$ cat config.mk
export PLATFORM = sky130hd
export DESIGN_NAME = index_period_meter
export DESIGN_NICKNAME = d
export VERILOG_FILES = /design/src/rtl/index_period_meter_pkg.sv /design/src/rtl/index_period_meter_index_sync.sv /design/src/rtl/index_period_meter.sv
export SDC_FILE = /design/constraint.sdc
export NUM_CORES = 1
export LEC_CHECK = 0
export CAP_MARGIN = 25
export CORE_MARGIN = 10
export CORE_UTILIZATION = 55
export DETAILED_ROUTE_END_ITERATION = 7
export PLACE_DENSITY = 0.78
export RECOVER_POWER = 25
export SLEW_MARGIN = 30
export SYNTH_ARGS = -nofsm -noshare
export SYNTH_HDL_FRONTEND = slang
export SYNTH_SLANG_ARGS = --single-unit
$ cat constraint.sdc
create_clock -name clk -period 5.2 [get_ports clk]
set_input_delay 0.78 -clock clk [delete_from_list [all_inputs] [get_ports clk]]
set_output_delay 0.78 -clock clk [all_outputs]
set_load 0.03 [all_outputs]
$ cat src/rtl/index_period_meter_pkg.sv
// ---------------------------------------------------------------------------
// index_period_meter_pkg
//
// Shared definitions for the floppy-CPU index period meter:
//   - meter_state_e     : measurement state encoding (IDLE / MEAS / LOCK)
//   - ADDR_*            : byte-wide register window addresses
//   - STAT_*            : bit positions inside the status byte
//   - PERIOD_MAX        : saturation value of the 16-bit period counter
//   - DEBOUNCE_CLKS     : hold time of the optional index glitch filter
//   - pack_status()     : assembles the status byte from its fields
// ---------------------------------------------------------------------------
package index_period_meter_pkg;

    typedef enum logic [1:0] {
        ST_IDLE = 2'd0,   // no index seen, or the last revolution overflowed
        ST_MEAS = 2'd1,   // one index seen, first period still running
        ST_LOCK = 2'd2    // at least one full period captured
    } meter_state_e;

    localparam logic [1:0] ADDR_PERIOD_LO = 2'd0;
    localparam logic [1:0] ADDR_PERIOD_HI = 2'd1;
    localparam logic [1:0] ADDR_STATUS    = 2'd2;

    localparam int STAT_VALID = 0;
    localparam int STAT_OVF   = 1;
    localparam int STAT_IDX   = 2;
    localparam int STAT_LOCK  = 7;

    localparam logic [15:0] PERIOD_MAX = 16'hFFFF;

    // Consecutive clocks the synchronized index must hold a new level
    // before the filtered level follows it.
    localparam int DEBOUNCE_CLKS = 8;

    function automatic logic [7:0] pack_status(input logic lock,
                                               input logic idx,
                                               input logic ovf,
                                               input logic valid);
        logic [7:0] s;
        s             = 8'h00;
        s[STAT_LOCK]  = lock;
        s[STAT_IDX]   = idx;
        s[STAT_OVF]   = ovf;
        s[STAT_VALID] = valid;
        return s;
    endfunction

endpackage

$ cat src/rtl/index_period_meter_index_sync.sv
// ---------------------------------------------------------------------------
// index_sync
//
// Brings the raw, asynchronous, active-low index pulse into the clock
// domain and turns each falling edge into a single-cycle pulse.
//
// Optional feature macro: INDEX_DEBOUNCE_EN
//   When defined, a glitch filter follows the synchronizer: the filtered
//   level only changes once the synchronized input has held the new value
//   for DEBOUNCE_CLKS consecutive clocks. Edge latency grows from 3 to 11.
//
// Ports:
//   clk        in   system clock
//   reset      in   synchronous, active-high
//   index_n    in   raw index input, asynchronous, active-low
//   level      out  index level after sync (and filter), 1 = pulse active
//   idx_edge   out  one-cycle pulse per index pulse (falling edge of index_n)
// ---------------------------------------------------------------------------
module index_sync
    import index_period_meter_pkg::*;
(
    input  logic clk,
    input  logic reset,
    input  logic index_n,
    output logic level,
    output logic idx_edge
);

    logic sync1;
    logic sync2;
    logic src;        // active-low level feeding the edge detector
    logic src_prev;

    // Two-flop synchronizer, resets to the inactive (high) level so that
    // leaving reset never fabricates an edge.
    always_ff @(posedge clk) begin
        if (reset) begin
            sync1 <= 1'b1;
            sync2 <= 1'b1;
        end else begin
            sync1 <= index_n;
            sync2 <= sync1;
        end
    end

`ifdef INDEX_DEBOUNCE_EN
    localparam int RUN_W = $clog2(DEBOUNCE_CLKS);

    logic             filt;
    logic [RUN_W-1:0] run;

    // run counts clocks on which sync2 disagrees with the filtered level;
    // any agreement restarts the count, so only a steady new level passes.
    always_ff @(posedge clk) begin
        if (reset) begin
            filt <= 1'b1;
            run  <= '0;
        end else if (sync2 != filt) begin
            if (run == RUN_W'(DEBOUNCE_CLKS - 1)) begin
                filt <= sync2;
                run  <= '0;
            end else begin
                run <= run + RUN_W'(1);
            end
        end else begin
            run <= '0;
        end
    end

    assign src = filt;
`else
    assign src = sync2;
`endif

    // Registered falling-edge detector: idx_edge is high for exactly one
    // clock, one cycle after src first reads low.
    always_ff @(posedge clk) begin
        if (reset) begin
            src_prev <= 1'b1;
            idx_edge <= 1'b0;
        end else begin
            src_prev <= src;
            idx_edge <= src_prev & ~src;
        end
    end

    assign level = ~src;

endmodule

$ cat src/rtl/index_period_meter.sv
// ---------------------------------------------------------------------------
// index_period_meter
//
// Measures the time between successive floppy index pulses in units of
// 1/TICKHZ seconds and exposes the 16-bit result through a byte-wide
// read-only register window on the floppy CPU I/O bus.
//
// Optional feature macro: INDEX_DEBOUNCE_EN (index glitch filter, see
// index_sync).
//
// Parameters:
//   MCLKFREQ   system clock frequency in Hz
//   TICKHZ     measurement resolution in Hz (MCLKFREQ/TICKHZ must be >= 2)
//
// Ports:
//   clk        in   system clock
//   reset      in   synchronous, active-high
//   index_n    in   raw drive index pulse, asynchronous, active-low
//   rd         in   single-cycle read strobe
//   addr       in   0 = period lo, 1 = period hi shadow, 2 = status, 3 = 0x00
//   q          out  registered read data, holds while rd = 0
//
// Status byte: {lock, 4'b0, idx, ovf, valid}
// ---------------------------------------------------------------------------
module index_period_meter
    import index_period_meter_pkg::*;
#(
    parameter int MCLKFREQ = 24000000,
    parameter int TICKHZ   = 10000
) (
    input  logic       clk,
    input  logic       reset,
    input  logic       index_n,
    input  logic       rd,
    input  logic [1:0] addr,
    output logic [7:0] q
);

    localparam int PRESC_PERIOD = MCLKFREQ / TICKHZ;
    localparam int PRESC_W      = (PRESC_PERIOD > 1) ? $clog2(PRESC_PERIOD) : 1;
    localparam logic [PRESC_W-1:0] PRESC_MAX = PRESC_W'(PRESC_PERIOD - 1);

    if (PRESC_PERIOD < 2) begin : g_presc_check
        $error("index_period_meter: MCLKFREQ/TICKHZ must be at least 2");
    end

    logic               idx_level;
    logic               idx_edge;
    logic [PRESC_W-1:0] presc;
    logic               tick;
    logic [15:0]        cnt;
    logic               sat;
    logic [15:0]        period;
    logic [7:0]         hi_shadow;
    logic               valid;
    logic               ovf;
    meter_state_e       state;

    index_sync u_sync (
        .clk      (clk),
        .reset    (reset),
        .index_n  (index_n),
        .level    (idx_level),
        .idx_edge (idx_edge)
    );

    // ------------------------------------------------------------------
    // Prescaler. tick fires on the clock that carries the down-counter
    // into 0, so after a restart on idx_edge the n-th tick lands exactly
    // n*PRESC_PERIOD clocks later. A capture therefore holds the number
    // of whole tick periods between two edges.
    // ------------------------------------------------------------------
    assign tick = (presc == PRESC_W'(1));

    always_ff @(posedge clk) begin
        if (reset) begin
            presc <= PRESC_MAX;
        end else if (idx_edge || presc == '0) begin
            presc <= PRESC_MAX;
        end else begin
            presc <= presc - PRESC_W'(1);
        end
    end

    // ------------------------------------------------------------------
    // Period counter: restarts on every edge (edge beats a coincident
    // tick) and sticks at PERIOD_MAX instead of wrapping.
    // ------------------------------------------------------------------
    assign sat = (cnt == PERIOD_MAX);

    always_ff @(posedge clk) begin
        if (reset) begin
            cnt <= '0;
        end else if (idx_edge) begin
            cnt <= '0;
        end else if (tick && !sat) begin
            cnt <= cnt + 16'd1;
        end
    end

    // ------------------------------------------------------------------
    // Measurement FSM and register file. valid and ovf are cleared by
    // reads and set by the FSM; the read side is written first so that a
    // set in the same cycle overrides the clear. q always samples the
    // pre-update values, giving "old data" on any same-cycle collision.
    // ------------------------------------------------------------------
    always_ff @(posedge clk) begin
        if (reset) begin
            state     <= ST_IDLE;
            period    <= '0;
            hi_shadow <= '0;
            valid     <= 1'b0;
            ovf       <= 1'b0;
            q         <= '0;
        end else begin
            if (rd) begin
                case (addr)
                    ADDR_PERIOD_LO: begin
                        q         <= period[7:0];
                        // Freeze the high byte so a lo-then-hi read pair
                        // is coherent even if a capture lands in between.
                        hi_shadow <= period[15:8];
                        valid     <= 1'b0;
                    end
                    ADDR_PERIOD_HI: q <= hi_shadow;
                    ADDR_STATUS: begin
                        q   <= pack_status(state == ST_LOCK, idx_level, ovf, valid);
                        ovf <= 1'b0;
                    end
                    default: q <= 8'h00;
                endcase
            end

            case (state)
                ST_IDLE: begin
                    // Counter keeps running and saturating here; the
                    // first edge only starts a fresh measurement.
                    if (idx_edge) begin
                        state <= ST_MEAS;
                    end
                end
                ST_MEAS, ST_LOCK: begin
                    // A capture of 0xFFFF on the saturating cycle is still
                    // a valid measurement, so the edge is checked first.
                    if (idx_edge) begin
                        period <= cnt;
                        valid  <= 1'b1;
                        state  <= ST_LOCK;
                    end else if (sat) begin
                        ovf   <= 1'b1;
                        state <= ST_IDLE;
                    end
                end
                default: state <= ST_IDLE;
            endcase
        end
    end

endmodule

---- Yosys cells after proc, flatten, opt, wreduce, memory -nomap -nowiden ----
Cells that the tools add are included.
word-level totals
  flip-flop bits (word level) ............. 68
  latch bits .............................. 0
  bits in writable memories ............... 0
  memory bits (read-only) ................. 0
  output and inout port bits .............. 8
  memories ................................ 0
operators by class
  add/subtract/negate cells ............... 2
  multipliers ............................. 0
  div/mod/pow operators ................... 0
  order comparisons ....................... 0
  equality and inequality tests ........... 8
  shift-type cells ........................ 0
  multiplexer cells ....................... 14
  bitwise logic cells ..................... 2
  reduce and logical (&&, ||, !) cells .... 12
operators with widths
  kind                                                                      number
  8-bit case mux with 3 select lines                                        1
  16-bit by 1-bit adder with 16-bit output (second input constant)          1
  16-bit == test (second input constant)                                    1
  12-bit by 1-bit == test with 1-bit output (second input constant)         1
  12-bit zero test                                                          1
  12-bit by 1-bit subtractor with 12-bit output (second input constant)     1
  1-bit two-way mux                                                         9
  2-bit two-way mux                                                         3
  2-bit AND reduction                                                       3
  2-bit OR reduction                                                        3
  2-bit by 1-bit == test with 1-bit output (second input constant)          2
  2-bit == test (second input constant)                                     2
  2-bit zero test                                                           2
  2-bit case mux with 2 select lines                                        1
  3-bit by 2-bit inequality test with 1-bit output (second input constant)  1
  2-bit by 1-bit inequality test with 1-bit output (second input constant)  1
  1-bit bitwise AND                                                         1
  1-bit logical AND                                                         1
  1-bit zero test                                                           1
  1-bit logical OR                                                          1
  1-bit NOT                                                                 1

---- Longest topological paths before layout ----
  depth after elaboration ................. 6
  gate-level depth with buffers ........... 7
  mapped depth without buffers ............ 6

---- Modules after synthesis ----
From an unflattened synthesis, not the netlist that was laid out.
second synthesis, totals
  cells, all modules ...................... 331
  area total of the unflattened synthesis .. 2894.0 um^2
by module, submodules not included
  module              instances  cells an instance  area an instance (um^2)  seq. area each (um^2)
  index_period_meter  1          322                2783.9                   1281.2
  index_sync          1          9                  110.1                    80.1

---- Least setup slack after synthesis ----
No wires, ideal clock.
  kind .................................... input port to flip-flop
  from .................................... input port reset
  to ...................................... register presc[4]
  setup time .............................. 0.147 ns
  data arrival time ....................... 1.652 ns
  required time ........................... 5.053 ns
  setup slack ............................. 3.401 ns
  stages .................................. 4
  buffers on the path ..................... 1
  cells stage by stage .................... or2_2 -> clkbuf_1 -> a31oi_1 -> nand3_1
on the way
  longest elaborated chain between the ends .. 1
RTL lines
  what                                 line                      source
  start: declaration                   index_period_meter.sv:32  input logic reset,
  2-bit OR reduction (no source line)  n/a
  end signal: assignment               index_period_meter.sv:81  presc <= presc - PRESC_W'(1);
  end: declaration                     index_period_meter.sv:49  logic [PRESC_W-1:0] presc;
Every way passes these cells.
A chain may end at the register's enable or synchronous reset.

---- Worst setup path in the final report ----
  from .................................... input port reset
  to ...................................... register presc[11]
The elaborated chain is that of the path after synthesis.

==> flow_summary.json <==
{
  "status": "complete, but fails checks",
  "grt_usage_pct": 13.70,
  "slew_headroom_pct": -17.02,
  "leakage_nw": 1.190,
  "synthDistinctLibCells": 39,
  "cts_tree": "built",
  "min_to": "u_sync.src$_SDFF_PP1_",
  "avgSynthCellArea_sq_um": 8.666,
  "grt.overflow.total": 0,
  "netlist_area_sq_um": 2938,
  "htreeDepth": 3,
  "num_vias": 2284,
  "drt_iter0_markers": 129,
  "gp_congestion": 0.7880,
  "r2r_slack_ns": 3.04,
  "io_buffers": 13,
  "setup_tns_ns": 0,
  "cts_buffer_depth": 2,
  "yosys_warnings": 0,
  "slowest_stage": "or2_2",
  "stdcell_area_sq_um": 3351,
  "hold_buffers": 0,
  "path_clk_slew_ns": 0.07,
  "dp_hpwl_um": 3881,
  "synthCells": 339,
  "antenna_found_initial": 0,
  "die_height_um": 93.09,
  "dp_slack_ns": 2.257,
  "drc_errors": 0,
  "async_flop_share_pct": 0,
  "drive_gt1_share_pct": 8.215,
  "diodes": 0,
  "dieArea_sq_um": 8665,
  "fin_total_pwr_mw": 1.114,
  "min_from": "u_sync.sync1$_SDFF_PP1_",
  "powerDensity_nw_per_um2": 332.4,
  "root_buffer": "clkbuf_8",
  "cp_max_fo": 43,
  "violations": "capacitance limit, slew limit",
  "hold-path-cell-count": 1,
  "setup_viol_count_final": 0,
  "grt_pass1_wl_um": 9811,
  "cts_setup_buffers": 0,
  "synth_seq_cells": 68,
  "min_period_over_period_pct": 61.73,
  "worstSkewPairLatency_ns": 0.34,
  "endpoint_kind": "flop",
  "layout_setup_ws_ns": 1.990,
  "wirelength_um": 5564,
  "max-vdd-ir-drop_v": 0.0001938,
  "cts_sinks": 68,
  "viasPerCell": 5.400,
  "die_x_um": 93.09,
  "crit_arrival_ns": 3.40,
  "fin_nets": 361,
  "cts_resized": 0,
  "n_fill_cell": 464,
  "drv_cap": 1,
  "placement_rows": 26,
  "slowest_delay_ns": 0.71,
  "regToRegEndpoint": "cnt[10]$_SDFFE_PP0P_",
  "slew_viol_final": 44,
  "synthFlopType": "dfxtp_1",
  "cp_cell_sequence": "dlygate4sd3_1 > clkbuf_1 > or2_2 > a31oi_1 > o21ai_1",
  "start_util_pct": 57.16,
  "dr.pass1.iters": 4,
  "min_path_type": "reg -> reg",
  "reg2reg_from": "cnt[0]$_SDFFE_PP0P_",
  "syn2layout_area_growth_pct": 14.05,
  "crit_type": "in -> reg",
  "ant_nets": 0,
  "seq_area_frac_synth_pct": 46.34,
  "r2r_cells": 6,
  "grt_max_degree": 44,
  "fmax_ghz": 0.3115,
  "worstMarginPinSlew_ns": 1.755,
  "startpoint_type": "primary input",
  "synth_edf_count": 0,
  "syn_nets": 352,
  "wl_per_cell_um": 13.15,
  "required_ns": 5.39,
  "rsz0062_at_grt": "no",
  "cts_buffers": 9,
  "boundaryPins": 14,
  "core_sq_um": 5140,
  "placed_area_sq_um": 3099,
  "hold_violations": 0,
  "post-route-min-period_ns": 3.210,
  "fin_worst_skew_ns": 0.009975,
  "grt_pass1_vias": 2161
}
## layout make-up
cell class | count | area, sq um | area share [%]
sequential | 68 | 1361 | 40.63
timing repair buffer | 16 | 148.9 | 4.444
clock inverter | 6 | 111.4 | 3.323
clock buffer | 10 | 137.6 | 4.108
multi-input combinational | 245 | 1474 | 43.99
inverter | 8 | 30.03 | 0.8962
tap | 70 | 87.58 | 2.614
## placed cells by master, fill, tap and decap left out, types with 2 or more instances in the layout
cell type	instances
dfxtp_1	68
nand2_1	52
nor2_1	49
a21oi_1	24
mux2i_1	22
xnor2_1	17
clkdlybuf4s50_1	12
clkbuf_8	10
nand3_1	9
inv_1	8
nor3_1	8
ha_1	7
nand4_1	6
or2_2	5
nor4_1	5
or3_1	3
nor4_2	3
o21ai_0	3
a211oi_1	3
nand3b_1	3
bufinv_16	3
or4_1	2
a31oi_1	2
and2_1	2
o31ai_1	2
and3_1	2
nor3b_1	2
nand2b_1	2
xor2_1	2
buf_4	2
## worst max path at each step
| stage | end | slack (ns) | cells after the start | start |
|---|---|---|---|---|
| 3_5_place_dp | hi_shadow[7]$_SDFFE_PP0P_ | 2.26 | 5 | rd |
| 6_report | presc[11]$_SDFF_PP1_ | 1.99 | 5 | reset |
| 3_3_place_gp | hi_shadow[4]$_SDFFE_PP0P_ | 2.36 | 5 | rd |
| 5_1_grt | presc[11]$_SDFF_PP1_ | 1.77 | 5 | reset |
| 4_1_cts | hi_shadow[4]$_SDFFE_PP0P_ | 2.59 | 5 | rd |
| 2_1_floorplan | presc[4]$_SDFF_PP1_ | 3.40 | 4 | reset |
## routing by layer
layer  global-route usage, %  part of all wire (%)  vias up
met5                       0                     0        -
met1                   17.47                    48     1072
met3                   4.077                   4.3        5
met2                   20.97                    46       40
li1                        -                     -     1167
met4                   5.913                   1.1        0
## cell families after synthesis
logic type      Yosys count  share of synthesized area, %
mux                      22                         7.496
compound gates           38                         7.368
flops                    68                         46.34
xor+xnor                 19                         5.664
fa+ha+maj                 7                         2.981
simple gates            159                         26.45
buf+inv                  26                         3.705
## per-stage QoR
| stage | utilization (%) | std cells | hold WS [ns] |
|---|---|---|---|
| after floorplan | - | 339 | 0.3895 |
| after global placement | 60.30 | 407 | 0.3946 |
| after detailed placement | 60.30 | 407 | 0.3959 |
| after CTS | 65.14 | 423 | 0.4172 |
| after global routing | 65.19 | 423 | 0.4296 |
| final | 65.19 | 423 | 0.4133 |
## Yosys cell counts (2+ instances only)
cell type  number  share of area (%)
nor3_1          8                1.4
clkbuf_1       11                1.4
o21ai_0         3               0.51
nor4b_1         2               0.60
nand4_1         6                1.3
and2_1          2               0.43
buf_1           3               0.38
xor2_1          2               0.60
nor2_1         49                6.3
nor4_2          3                1.3
xnor2_1        17                5.1
mux2i_1        22                7.5
a211oi_1        3               0.77
inv_1           8                1.0
nand2b_1        2               0.43
or3_1           3               0.64
ha_1            7                3.0
nand3b_1        3               0.77
or4_1           2               0.51
a31oi_1         2               0.43
o31ai_1         2               0.51
and3_1          2               0.43
dfxtp_1        68                 46
nor4_1          5                1.1
a21oi_1        24                4.1
nand2_1        52                6.6
nand3_1         9                1.5
nor3b_1         2               0.51
buf_2           3               0.51
or2_2           5                1.1
## worst max-delay path: cells and delay by family
kind / cells / cell delay, ns
buffers and inverters: 2 / 1.19
AND/OR/NAND/NOR: 1 / 0.71
AO/OA/AOI/OAI: 2 / 0.71
## registers in the layout (all words and copies together) (netlist names)
signal           flops
q                    8
ovf                  1
u_sync.idx_edge      1
u_sync.src           1
u_sync.src_prev      1
period              16
presc               12
cnt                 16
u_sync.sync1         1
valid                1
hi_shadow            8
state                2
## power by group
group	internal, mW	total [mW]	switching, mW
logic	0.0219	0.0555	0.0337
clock network	0.331	0.525	0.194
registers	0.527	0.533	0.00551
Note: power is estimated with default switching activity, not from simulation.
